<file path="src/rtl/cpu_pkg.sv">
// Shared definitions for the control sequencer: opcodes, ALU encodings,
// halt causes, FSM states and the decoded control bundle.
package cpu_pkg;

  localparam int unsigned XLEN    = 32;
  localparam int unsigned RA_W    = 5;
  localparam int unsigned OP_W    = 6;
  localparam int unsigned ALUOP_W = 3;
  localparam int unsigned IMM_W   = 16;
  localparam int unsigned ERR_W   = 2;

  localparam logic [OP_W-1:0] OP_RTYPE = 6'b000000;
  localparam logic [OP_W-1:0] OP_BEQ   = 6'b000100;
  localparam logic [OP_W-1:0] OP_BNE   = 6'b000101;
  localparam logic [OP_W-1:0] OP_ADDI  = 6'b001000;
  localparam logic [OP_W-1:0] OP_ANDI  = 6'b001100;
  localparam logic [OP_W-1:0] OP_ORI   = 6'b001101;
  localparam logic [OP_W-1:0] OP_HALT  = 6'b111111;

  localparam logic [ALUOP_W-1:0] ALU_ADD = 3'b000;
  localparam logic [ALUOP_W-1:0] ALU_SUB = 3'b001;
  localparam logic [ALUOP_W-1:0] ALU_AND = 3'b010;
  localparam logic [ALUOP_W-1:0] ALU_OR  = 3'b011;
  localparam logic [ALUOP_W-1:0] ALU_XOR = 3'b100;
  localparam logic [ALUOP_W-1:0] ALU_SLT = 3'b101;

  localparam logic [ERR_W-1:0] ERR_NONE    = 2'b00;
  localparam logic [ERR_W-1:0] ERR_ILLEGAL = 2'b01;
  localparam logic [ERR_W-1:0] ERR_OVF     = 2'b10;

  typedef enum logic [2:0] {
    ST_FETCH  = 3'd0,
    ST_DECODE = 3'd1,
    ST_EXEC   = 3'd2,
    ST_WB     = 3'd3,
    ST_HALT   = 3'd4
  } state_e;

  typedef struct packed {
    logic [ALUOP_W-1:0] alu_op;
    logic               src1;
    logic               src2;
    logic               dest_rt;
    logic               we;
    logic               is_branch;
    logic               br_ne;
    logic               illegal;
    logic               halt;
    logic               ovf_chk;
  } ctrl_t;

endpackage

</file>
<file path="src/rtl/instr_decode.sv">
// Purely combinational opcode/funct decoder producing the datapath control bundle.
module instr_decode
  import cpu_pkg::*;
(
  input  logic [OP_W-1:0]    op_i,
  input  logic [ALUOP_W-1:0] funct_i,
  output ctrl_t              ctrl_c_o
);

  always_comb begin
    ctrl_c_o        = '0;
    ctrl_c_o.alu_op = ALU_ADD;
    case (op_i)
      OP_RTYPE: begin
        ctrl_c_o.alu_op  = funct_i;
        ctrl_c_o.illegal = (funct_i == 3'b110) || (funct_i == 3'b111);
        ctrl_c_o.we      = ~ctrl_c_o.illegal;
        ctrl_c_o.ovf_chk = (funct_i == ALU_ADD) || (funct_i == ALU_SUB);
      end
      OP_ADDI: begin
        ctrl_c_o.alu_op  = ALU_ADD;
        ctrl_c_o.src2    = 1'b1;
        ctrl_c_o.dest_rt = 1'b1;
        ctrl_c_o.we      = 1'b1;
        ctrl_c_o.ovf_chk = 1'b1;
      end
      OP_ANDI: begin
        ctrl_c_o.alu_op  = ALU_AND;
        ctrl_c_o.src2    = 1'b1;
        ctrl_c_o.dest_rt = 1'b1;
        ctrl_c_o.we      = 1'b1;
      end
      OP_ORI: begin
        ctrl_c_o.alu_op  = ALU_OR;
        ctrl_c_o.src2    = 1'b1;
        ctrl_c_o.dest_rt = 1'b1;
        ctrl_c_o.we      = 1'b1;
      end
      OP_BEQ: begin
        ctrl_c_o.alu_op    = ALU_SUB;
        ctrl_c_o.is_branch = 1'b1;
      end
      OP_BNE: begin
        ctrl_c_o.alu_op    = ALU_SUB;
        ctrl_c_o.is_branch = 1'b1;
        ctrl_c_o.br_ne     = 1'b1;
      end
      OP_HALT: ctrl_c_o.halt = 1'b1;
      default: ctrl_c_o.illegal = 1'b1;
    endcase
  end

endmodule

</file>
<file path="src/rtl/ctrl_sequencer.sv">
// Multicycle (FETCH/DECODE/EXEC/WB) control sequencer: fetches, decodes and
// drives registered datapath controls, owns the pc and the retired counter.
module ctrl_sequencer
  import cpu_pkg::*;
#(
  parameter int unsigned PC_W = 8
) (
  input  logic               clk_i,
  input  logic               rst_ni,
  output logic               imem_req_o,
  output logic [PC_W-1:0]    imem_addr_o,
  input  logic               imem_ack_i,
  input  logic [XLEN-1:0]    imem_rdata_i,
  output logic [RA_W-1:0]    read_addr1_o,
  output logic [RA_W-1:0]    read_addr2_o,
  output logic [RA_W-1:0]    write_addr_o,
  output logic [XLEN-1:0]    write_data_o,
  output logic               reg_write_o,
  output logic               reg_read_o,
  output logic [IMM_W-1:0]   instr_o,
  output logic               alu_src1_o,
  output logic               alu_src2_o,
  output logic [ALUOP_W-1:0] alu_op_o,
  input  logic [XLEN-1:0]    alu_result_i,
  input  logic               ovf_i,
  input  logic               zero_i,
  output logic               halted_o,
  output logic [ERR_W-1:0]   err_o,
  output logic [XLEN-1:0]    retired_o
);

  state_e               state_q, state_d;
  logic [PC_W-1:0]      pc_q, pc_d;
  logic [XLEN-1:0]      ir_q, ir_d;
  logic [XLEN-1:0]      result_q, result_d;
  logic [XLEN-1:0]      retired_q, retired_d;
  logic                 halted_q, halted_d;
  logic [ERR_W-1:0]     err_q, err_d;
  logic                 imem_req_q, imem_req_d;
  logic                 reg_read_q, reg_read_d;
  logic                 reg_write_q, reg_write_d;
  logic [RA_W-1:0]      wa_q, wa_d;
  logic [ALUOP_W-1:0]   alu_op_q, alu_op_d;
  logic                 src1_q, src1_d;
  logic                 src2_q, src2_d;

  logic [OP_W-1:0]      dec_op;
  logic [ALUOP_W-1:0]   dec_funct;
  ctrl_t                dec;
  logic [PC_W-1:0]      br_off;
  logic                 taken;

  // Decode the incoming word while fetching so controls are registered on the DECODE edge.
  assign dec_op    = (state_q == ST_FETCH) ? imem_rdata_i[31:26] : ir_q[31:26];
  assign dec_funct = (state_q == ST_FETCH) ? imem_rdata_i[2:0]   : ir_q[2:0];

  instr_decode u_decode (
    .op_i     (dec_op),
    .funct_i  (dec_funct),
    .ctrl_c_o (dec)
  );

  assign br_off = PC_W'($signed(ir_q[15:0]));
  assign taken  = dec.is_branch && (zero_i ^ dec.br_ne);

  always_ff @(posedge clk_i) begin
    if (!rst_ni) begin
      state_q     <= ST_FETCH;
      pc_q        <= '0;
      ir_q        <= '0;
      result_q    <= '0;
      retired_q   <= '0;
      halted_q    <= 1'b0;
      err_q       <= ERR_NONE;
      imem_req_q  <= 1'b0;
      reg_read_q  <= 1'b0;
      reg_write_q <= 1'b0;
      wa_q        <= '0;
      alu_op_q    <= '0;
      src1_q      <= 1'b0;
      src2_q      <= 1'b0;
    end else begin
      state_q     <= state_d;
      pc_q        <= pc_d;
      ir_q        <= ir_d;
      result_q    <= result_d;
      retired_q   <= retired_d;
      halted_q    <= halted_d;
      err_q       <= err_d;
      imem_req_q  <= imem_req_d;
      reg_read_q  <= reg_read_d;
      reg_write_q <= reg_write_d;
      wa_q        <= wa_d;
      alu_op_q    <= alu_op_d;
      src1_q      <= src1_d;
      src2_q      <= src2_d;
    end
  end

  always_comb begin
    state_d     = state_q;
    pc_d        = pc_q;
    ir_d        = ir_q;
    result_d    = result_q;
    retired_d   = retired_q;
    halted_d    = halted_q;
    err_d       = err_q;
    reg_write_d = 1'b0;
    wa_d        = wa_q;
    alu_op_d    = alu_op_q;
    src1_d      = src1_q;
    src2_d      = src2_q;

    case (state_q)
      ST_FETCH: begin
        if (imem_req_q && imem_ack_i) begin
          ir_d     = imem_rdata_i;
          wa_d     = dec.dest_rt ? imem_rdata_i[20:16] : imem_rdata_i[15:11];
          alu_op_d = dec.alu_op;
          src1_d   = dec.src1;
          src2_d   = dec.src2;
          state_d  = ST_DECODE;
        end
      end
      ST_DECODE: begin
        if (dec.illegal) begin
          state_d  = ST_HALT;
          halted_d = 1'b1;
          err_d    = ERR_ILLEGAL;
        end else if (dec.halt) begin
          state_d  = ST_HALT;
          halted_d = 1'b1;
          err_d    = ERR_NONE;
        end else begin
          state_d  = ST_EXEC;
        end
      end
      ST_EXEC: begin
        result_d = alu_result_i;
        // pc, retire count and write strobe commit on the EXEC edge so they are visible in WB.
        if (dec.ovf_chk && ovf_i) begin
          state_d  = ST_HALT;
          halted_d = 1'b1;
          err_d    = ERR_OVF;
        end else begin
          state_d     = ST_WB;
          reg_write_d = dec.we && (wa_q != '0);
          retired_d   = retired_q + 32'd1;
          pc_d        = pc_q + PC_W'(1) + (taken ? br_off : PC_W'(0));
        end
      end
      ST_WB:   state_d = ST_FETCH;
      ST_HALT: state_d = ST_HALT;
      default: state_d = ST_FETCH;
    endcase

    imem_req_d = (state_d == ST_FETCH);
    reg_read_d = (state_d == ST_DECODE) || (state_d == ST_EXEC);
  end

  assign imem_req_o   = imem_req_q;
  assign imem_addr_o  = pc_q;
  assign read_addr1_o = ir_q[25:21];
  assign read_addr2_o = ir_q[20:16];
  assign write_addr_o = wa_q;
  assign write_data_o = result_q;
  assign reg_write_o  = reg_write_q;
  assign reg_read_o   = reg_read_q;
  assign instr_o      = ir_q[15:0];
  assign alu_src1_o   = src1_q;
  assign alu_src2_o   = src2_q;
  assign alu_op_o     = alu_op_q;
  assign halted_o     = halted_q;
  assign err_o        = err_q;
  assign retired_o    = retired_q;

endmodule

</file>
<file path="config.mk">
export PLATFORM = sky130hd
export DESIGN_NAME = ctrl_sequencer
export DESIGN_NICKNAME = d
export VERILOG_FILES = /design/src/rtl/cpu_pkg.sv /design/src/rtl/instr_decode.sv /design/src/rtl/ctrl_sequencer.sv
export SDC_FILE = /design/constraint.sdc
export NUM_CORES = 1
export LEC_CHECK = 0
export ABC_AREA = 1
export CAP_MARGIN = 20
export CORE_ASPECT_RATIO = 1.5
export CORE_UTILIZATION = 47
export DETAILED_ROUTE_END_ITERATION = 7
export GPL_ROUTABILITY_DRIVEN = 0
export GPL_TIMING_DRIVEN = 0
export PLACE_DENSITY = 0.92
export REMOVE_ABC_BUFFERS = 1
export SYNTH_ARGS = -nofsm -noshare
export SYNTH_HDL_FRONTEND = slang
export SYNTH_SLANG_ARGS = --single-unit
</file>
<file path="constraint.sdc">
create_clock -name clk_i -period 3.5 [get_ports clk_i]
set_clock_uncertainty 0.15 [all_clocks]
set_input_delay 0.875 -clock clk_i [delete_from_list [all_inputs] [get_ports clk_i]]
set_output_delay 0.875 -clock clk_i [all_outputs]
set_load 0.1 [all_outputs]
</file>
Word-level counts from Yosys, hierarchy flattened --
Index checks and enable logic that the tools add are counted.
Word-level totals: register bits 122, input bits 69, output and inout port bits 114, word-level logic and storage cells 82
Operators by class: add/sub/neg operators 3, equal/unequal tests 16, mux-type cells 25, bitwise logic cells 5, reduce and logical (&&, ||, !) cells 20
Operators by type and width (number):
- $add A32 B1 Y32 const B | 1
- $pmux W3 S4 | 2
- $eq A6 B4 Y1 const B | 3
- $mux W3 | 5
- $eq A6 B3 Y1 const B | 2
- $eq A3 B1 Y1 const B | 3
- $eq A3 B3 Y1 const B | 3
- $logic_not A3 Y1 | 3
- $add A8 B1 Y8 const B | 1
- $add A8 B8 Y8 | 1
- $mux W2 | 4
- $mux W8 | 1
- $pmux W1 S2 | 4
- $eq A3 B2 Y1 const B | 2
- $eq A6 B6 Y1 const B | 1
- $logic_not A6 Y1 | 1
- $mux W1 | 6
- $mux W6 | 1
- $reduce_or A3 Y1 | 2
- $reduce_or A6 Y1 | 1
- $mux W5 | 1
- $reduce_bool A5 Y1 | 1
- $logic_and A1 B1 Y1 | 4
- $not A1 Y1 | 4
- 9 further kinds | 12

Longest topological paths before layout --
Gate-level depths: netlist of the first run.
depth in word-level cells 10, mapped depth 21, mapped depth without buffers 20

Cells and area by module --
Synthesis of the first run repeated with hierarchy kept, for this count alone.
Unflattened totals: cells, all modules 868, area total of the unflattened synthesis 5895.7 um2
By module, submodules not included:
- ctrl_sequencer | instances 1, cells an instance 825, area each 5674.2 um2, sequential area each 2462.4 um2
- instr_decode | instances 1, cells an instance 43, area each 221.5 um2, sequential area each 0.0 um2

Worst setup path after synthesis of the first run --
Ideal clock, no wire load.
path kind input-to-reg, start input port imem_rdata_i[29], end register pc_q[7] (netlist: imem_addr_o[7]), setup time 119 ps, data arrival time 2844 ps, required time 3231 ps, slack 387 ps, cell stages on the path 16, path buffers 0, cells stage by stage nand3b_1 > nand2_2 > clkinv_1 > nor2_1 > nand2_1 > nor2_1 > inv_1 > nor2_1 > ha_1 > a21oi_1 > nand2_1 > a21oi_1 > xor2_1 > nand3_1 > nand2_1 > nor2_1
On the way: longest elaborated chain between the ends 7, elaborated cells on any way between the ends 16, those cells by class 1 x add/sub; 3 x eq/ne; 5 x mux; 2 x bitwise; 5 x reduce/logical
Ends and longest elaborated chain:
- from (decl) | line ctrl_sequencer.sv:13 | input logic [XLEN-1:0] imem_rdata_i,
- $mux W6 * | line ctrl_sequencer.sv:54 | assign dec_op = (state_q == ST_FETCH) ? imem_rdata_i[31:26] : ir_q[31:26];
- $eq A6 B3 Y1 | line instr_decode.sv:13 | case (op_i)
- $reduce_or A2 Y1 (no source line) / $mux W1 (equally long branches)
- $mux W1 / $xor A1 B1 Y1 (equally long branches) | line instr_decode.sv:13, ctrl_sequencer.sv:64
- $logic_and A1 B1 Y1 | line ctrl_sequencer.sv:64 | assign taken = dec.is_branch && (zero_i ^ dec.br_ne);
- $mux W8 | line ctrl_sequencer.sv:149 | pc_d = pc_q + PC_W'(1) + (taken ? br_off : PC_W'(0));
- $add A8 B8 Y8 | line ctrl_sequencer.sv:149
- to (signal assigned) | line ctrl_sequencer.sv:84 | pc_q <= pc_d;
- to (decl) | line ctrl_sequencer.sv:33 | logic [PC_W-1:0] pc_q, pc_d;
Every way passes the cells marked *; elsewhere a longest branch is shown, timed or not. A chain may end at the register's enable or synchronous reset.

Final worst setup path of the first run --
start input port imem_rdata_i[31], end register pc_q[7] (netlist: imem_addr_o[7])
Same word-level chain as after synthesis.

==> run summary, run 1 <==
count leader, synth - nand2_1
Post-synth EDFFs - 0
Switching Share - 32.92%
Critical Path Start Type - input port
Max Root-Sink Buffers - 2
largest net degree at the start of global routing - 43
reg2reg path depth - 8
Flop pwr share - 36.3%
max_cap viols - 0
Post-Syn Area per Cell - 7.105 um^2
die area - 13,010 um^2
Final Core Density - 68.37%
P_sw - 1352 uW
Async SR Flop Fraction - 0%
Hold Path Depth - 2
CP Class - input port to flip-flop
Synth top area share - 41.42%
die height - 139.2 um
first-pass GRT wire length - 27.13 mm
CTS clk-pin slew, worst paths - 0.06 ns
worst-margin pin slew - 1.045 ns
min setup slack post-route - 0.04711 ns
total number of vias - 6,041
Starting Density - 48.82%
footprint of the multi-input gates - 2910 um^2
Std-Cell Core Area - 12,080 um^2
Initial DRC Count - 292
Sink Count - 122
worst-path fanout max - 6
routed wire length - 16.68 mm
ys flop type - dfxtp_1
post-synthesis sequential area ratio - 41.42%
maximum vdd drop - 0.3795 mV
row count - 49
fraction of layout cells with a size suffix above 1 - 7.919%
yosys warns - 0
# diodes - 0
Clock Latency Late Sink - 0.40 ns
Commonest cells post-synth - nand2_1 (186), dfxtp_1 (122), nor2_1 (119)
WP data required - 3.64 ns
PortBufs - 181
failing checks - DRC
P_int - 2756 uW
DRC Markers - 1
Final Critical Period - 3.453 ns
Fin Setup TNS - 0 ns
Power Dens Cells - 497.5 nW/um^2
Worst slew margin - 30.10%
DRT Pass-1 Iters - 8
Hold Crit Endpoint - ir_q[27]
Worst Path Arrival - 3.59 ns
Fin. Hold Viols - 0
Crit Reg-Reg Endpoint - retired_o[4]
mapped cell area - 5897 um^2
Yosys top cell by area - dfxtp_1
Hold Path Origin - ir_q[27]
clk root buf - clkbuf_16
Pleak - 0.003000 uW
vias in the first global route - 5,867
grt ovf - 0
Boundary Pins - 183
post-route ant nets - 0
post-place setup slack - -0.7859 ns
Synth-to-Final Area Change - 40.04%
vias per inst - 5.308
endpoints failing setup - 0
outcome - finished, violations left
part of the cycle the worst path needs - 98.65%
Design Power - 4108 uW
Synth cell types - 39
Register Area - 2442 um^2
Comb pwr share - 22.2%
Achievable Freq - 289.6 MHz
WL per Instance - 14.66 um
number of filler cells placed in the layout - 944
setup slack, reg-to-reg - 0.27 ns
Num CTS Buffers - 17
Final #Nets - 1,051
clock power share - 41.5%
CP endpoint kind - flip-flop
flops & latches, synth - 122
htree depth - 4
RR Startpoint - state_q[2]
Tot GR Track Use - 25.92%
hpwl dp - 11.56 mm
Die Span X - 93.46 um
class of the worst hold path - flip-flop to flip-flop
CTS tree - yes
Mapped Cells - 830
Slew Viols, Final - 0
antenna violations before repair - 0
Synth area leaders - dfxtp_1 (41%), nand2_1 (12%), nor2_1 (7.6%), a21oi_1 (7.5%), o21ai_0 (5.3%)
## through the flow
stage               area (um^2)  std cells  hold WS (ns)
CTS                        8205       1137        0.3046
detailed placement         7620       1106        0.2966
finish                     8258       1138        0.3051
floorplan                  5542        769        0.2791
global route               8258       1138        0.3205
global placement           7545       1103        0.2891
## cell usage in the layout, fill, tap and decap left out, types with 5 or more instances in the layout
cell type	Yosys	final
nand2_1	186	182
clkdlybuf4s50_1	0	180
dfxtp_1	122	122
nor2_1	119	117
a21oi_1	88	83
o21ai_0	62	62
inv_1	59	57
xor2_1	20	20
nor3_1	20	20
clkbuf_16	0	17
nand3_1	12	11
nand2_2	6	10
xnor2_1	8	8
inv_2	5	7
nand4_1	7	7
nor4_1	7	7
a21oi_2	1	6
ha_1	8	6
nor2_4	4	5
o21ai_1	5	5
## per-layer routing
layer	GRT usage [%]	part of all wire, %
met1	27.50	37
met2	46.09	52
met3	5.154	5.7
met4	15.95	5.1
met5	0	0
## area by class of cell
class,instances,area share (%)
multi-input combinational,581,35.24
clock buffer,17,5.152
timing repair buffer,185,22.88
sequential,122,29.58
inverter,66,3.015
tap,153,2.318
clock inverter,14,1.818
## power by group through the flow
stage                     logic (uW)  clock network (uW)  registers [uW]
final                            911                1710            1490
after global routing             964                1800            1500
after CTS                        903                1720            1490
after detailed placement         899                   0            1520
after global placement           873                   0            1520
after floorplan                  250                   0            1890
## cells by family after synthesis
group	Yosys count	share of synthesized area, %
AND/OR/NAND/NOR	378	27.65
AO/OA/AOI/OAI	165	14.45
adder cells (fa/ha/maj)	9	2.037
XOR/XNOR	28	4.159
buffers and inverters	127	10.23
other	1	0.06359
flip-flops	122	41.42
## how the worst max path moves through the flow
stage                          start              end  slack, ns  cells past startpoint
floorplan                 imem_req_o  write_addr_o[0]       0.28                      6
global placement              rst_ni   imem_addr_o[2]      -1.64                      3
detailed placement        state_q[2]       imem_req_o      -0.79                      8
CTS                 imem_rdata_i[31]   imem_addr_o[7]       0.02                     17
global route        imem_rdata_i[31]   imem_addr_o[7]      -0.12                     17
finish              imem_rdata_i[31]   imem_addr_o[7]       0.05                     17
## sequential cells by signal, summed over array words and instances, names as in the netlist
register / flops
state_q: 3
alu_op_o: 3
write_addr_o: 5
imem_addr_o: 8
ir_q: 32
err_o: 2
write_data_o: 32
reg_write_o: 1
reg_read_o: 1
alu_src2_o: 1
imem_req_o: 1
retired_o: 32
halted_o: 1
## what timing repair did
action | CTS | global route
pin swaps | 0 | 5
buffers inserted | 0 | 1
resized for setup | 4 | 12
hold buffers | 0 | 0
endpoints found under the setup margin | 45 | 2
hold endpoints to repair | 0 | 0
## worst max-delay path, cell delays in order
cell	delay (ns)
clkdlybuf4s50_1	0.42
nand3b_1	0.18
nand2_1	0.12
nand2_2	0.10
nor2_1	0.14
nand2_2	0.11
nor2_4	0.15
inv_2	0.09
nor2_1	0.10
ha_2	0.33
a21oi_2	0.20
o21ai_0	0.15
a21oi_2	0.20
xor2_1	0.21
nand3_1	0.09
nand2_1	0.09
nor2_1	0.05
(Power assumes the default switching activity.)
==> run 2: changes to the inputs <==
--- a/config.mk
+++ b/config.mk
@@ -6,13 +6,13 @@
 export NUM_CORES = 1
 export LEC_CHECK = 0
 export ABC_AREA = 1
-export CAP_MARGIN = 20
+export CAP_MARGIN = 10
 export CORE_ASPECT_RATIO = 1.5
-export CORE_UTILIZATION = 47
+export CORE_UTILIZATION = 24
 export DETAILED_ROUTE_END_ITERATION = 7
 export GPL_ROUTABILITY_DRIVEN = 0
 export GPL_TIMING_DRIVEN = 0
-export PLACE_DENSITY = 0.92
+export PLACE_DENSITY = 0.58
 export REMOVE_ABC_BUFFERS = 1
 export SYNTH_ARGS = -nofsm -noshare
 export SYNTH_HDL_FRONTEND = slang
==> run 2 against run 1 <==
Effect of this change:
- the flow now finishes without violations
- clock power is essentially flat
- count of clock-buffer cells in the layout grew 5
- final cell count grew 14%
- largest cell class unchanged
- global-route usage shrank 11 points
==> run summary, run 2 (synthesis results as in run 1) <==
routed wire length - 18.26 mm (was 16.68 mm)
hpwl dp - 13.13 mm (was 11.56 mm)
met2 GRT Util - 28.38% (was 46.09%)
Achievable Freq - 304.3 MHz (was 289.6 MHz)
PortBufs - 181 (unchanged)
Synth-to-Final Area Change - 42.71% (was 40.04%)
WL per Instance - 14.02 um (was 14.66 um)
die height - 194.0 um (was 139.2 um)
maximum vdd drop - 0.3189 mV (was 0.3795 mV)
clock power share - 41.7% (was 41.5%)
CTS tree - yes (unchanged)
reg2reg path depth - 20 (was 8)
CP endpoint kind - flip-flop (unchanged)
DRT Pass-1 Iters - 4 (was 8)
class of the worst hold path - flip-flop to flip-flop (unchanged)
Worst Path Arrival - 3.44 ns (was 3.59 ns)
footprint of the multi-input gates - 2878 um^2 (was 2910 um^2)
final cell count without fillers - 1,302 (was 1,138)
Hold Path Depth - 2 (unchanged)
DRC Markers - 0 (was 1)
min setup slack post-route - 0.2138 ns (was 0.04711 ns)
vias per inst - 4.404 (was 5.308)
largest net degree at the start of global routing - 44 (was 43)
critical-path cell list - clkdlybuf4s50_1, nand3b_1, nand2_2, clkinv_1, nor2_1, nand2_1, nor2_4, inv_2, nor2_1, ha_1, nand3_1, nand2_1, a21oi_2, xor2_1, nand3_1, nand2_1, nor2_1 (was clkdlybuf4s50_1, nand3b_1, nand2_1, nand2_2, nor2_1, nand2_2, nor2_4, inv_2, nor2_1, ha_2, a21oi_2, o21ai_0, a21oi_2, xor2_1, nand3_1, nand2_1, nor2_1)
vias in the first global route - 5,648 (was 5,867)
GRT busiest layer - met2 (unchanged)
Critical Path Start Type - input port (unchanged)
Final #Nets - 1,050 (was 1,051)
Sink Count - 122 (unchanged)
Tot GR Track Use - 15.07% (was 25.92%)
RSZ-0062 raised after global routing - yes
Std-Cell Core Area - 23,910 um^2 (was 12,080 um^2)
Pleak - 0.002998 uW (was 0.003000 uW)
Slew Viols, Final - 0 (unchanged)
commonest non-fill, non-tap cell in the layout - nand2_1 (unchanged)
Boundary Pins - 183 (unchanged)
Power Dens Cells - 488.2 nW/um^2 (was 497.5 nW/um^2)
Fin Setup TNS - 0 ns (unchanged)
grt met3 use - 3.311% (was 5.154%)
post-place setup slack - -1.354 ns (was -0.7859 ns)
clk root buf - clkbuf_16 (unchanged)
row count - 69 (was 49)
grt ovf - 0 (unchanged)
Die Span X - 130.0 um (was 93.46 um)
max incr delay on CP - 0.41 ns (was 0.42 ns)
Starting Density - 24.66% (was 48.82%)
part of the cycle the worst path needs - 93.89% (was 98.65%)
Max Root-Sink Buffers - 2 (unchanged)
most frequent cells in the layout - nand2_1 (185), clkdlybuf4s50_1 (180), dfxtp_1 (122) (was nand2_1 (182), clkdlybuf4s50_1 (180), dfxtp_1 (122))
WP data required - 3.65 ns (was 3.64 ns)
dpl cells - 1,272 (was 1,106)
fraction of layout cells with a size suffix above 1 - 6.714% (was 7.919%)
antenna violations before repair - 0 (unchanged)
Initial DRC Count - 267 (was 292)
P_sw - 1312 uW (was 1352 uW)
# diodes - 0 (unchanged)
endpoints failing setup - 0 (unchanged)
Worst slew margin - 30.53% (was 30.10%)
Final Critical Period - 3.286 ns (was 3.453 ns)
post-CTS setup buffers - 0 (unchanged)
P_int - 2797 uW (was 2756 uW)
Register Area - 2442 um^2 (unchanged)
Fin. Hold Viols - 0 (unchanged)
met1 Track Usage GR - 15.55% (was 27.50%)
worst-margin pin slew - 1.039 ns (was 1.045 ns)
worst-path fanout max - 6 (unchanged)
total number of vias - 5,734 (was 6,041)
CTS clk-pin slew, worst paths - 0.06 ns (about the same)
htree depth - 4 (unchanged)
die area - 25,210 um^2 (was 13,010 um^2)
max_cap viols - 0 (unchanged)
Num CTS Buffers - 17 (unchanged)
Comb pwr share - 22.0% (was 22.2%)
Switching Share - 31.94% (was 32.92%)
number of filler cells placed in the layout - 2,540 (was 944)
first-pass GRT wire length - 29.26 mm (was 27.13 mm)
CP max stage cell - clkdlybuf4s50_1 (unchanged)
Clock Latency Late Sink - 0.42 ns (was 0.40 ns)
Flop pwr share - 36.3% (about the same)
outcome - completed (was finished, violations left)
Design Power - 4109 uW (was 4108 uW)
post-route ant nets - 0 (unchanged)
CP Class - input port to flip-flop (unchanged)
==> run 2: power groups by stage <==
stage | registers (uW) | clock network, uW | logic (uW)
after CTS | 1490 | 1770 | 914
final | 1490 | 1710 | 906
after floorplan | 1890 | 0 | 250
after global placement | 1520 | 0 | 895
after global routing | 1500 | 1840 | 967
after detailed placement | 1520 | 0 | 911
==> run 2: layer usage <==
| metal | routed length (um) | vias to the layer above |
|---|---|---|
| met1 | 7277 | 2655 |
| met5 | 0 | - |
| met2 | 9967 | 127 |
| li1 | - | 2934 |
| met3 | 742 | 18 |
| met4 | 267 | 0 |
==> run 2: repair_timing <==
item                       in CTS  in global routing
hold endpoints to repair        0                  0
pin swaps                       0                  1
setup endpoints to repair      52                  9
hold buffers                    0                  0
resized for setup               3                  7
==> run 2: layout make-up <==
cell class                      count  area share [%]
Clock buffer                       22           5.635
Clock inverter                      8           1.130
Inverter                           66           3.003
Multi-Input combinational cell    581           34.20
Sequential cell                   122           29.02
Tap cell                          319           4.743
Timing Repair Buffer              184           22.27
==> run 2: critical path: cells and delay by family <==
kind / cells / cell delay [ns]
and+or+nand+nor: 11 / 1.32
adders and majority gates: 1 / 0.30
buffers and inverters: 3 / 0.59
xor gates and xnor gates: 1 / 0.20
AOI/OAI and AO/OA: 1 / 0.17
==> run 2: final timing paths <==
| kind | startpoint | endpoint | slack, ns |
|---|---|---|---|
| min reg2reg | ir_q[27] | ir_q[27] | 0.30 |
| max | imem_rdata_i[29] | imem_addr_o[7] | 0.21 |
| max reg2reg | state_q[2] | imem_addr_o[6] | 0.37 |
| min | ir_q[27] | ir_q[27] | 0.30 |
==> run 2: metrics by stage <==
stage | utilization [%] | area [um^2] | hold WS (ns)
global route | 35.19 | 8416 | 0.3257
CTS | 35.11 | 8396 | 0.3044
detailed placement | 32.70 | 7820 | 0.2954
floorplan | - | 5542 | 0.2791
finish | 35.19 | 8416 | 0.3034
global placement | 32.42 | 7752 | 0.2906
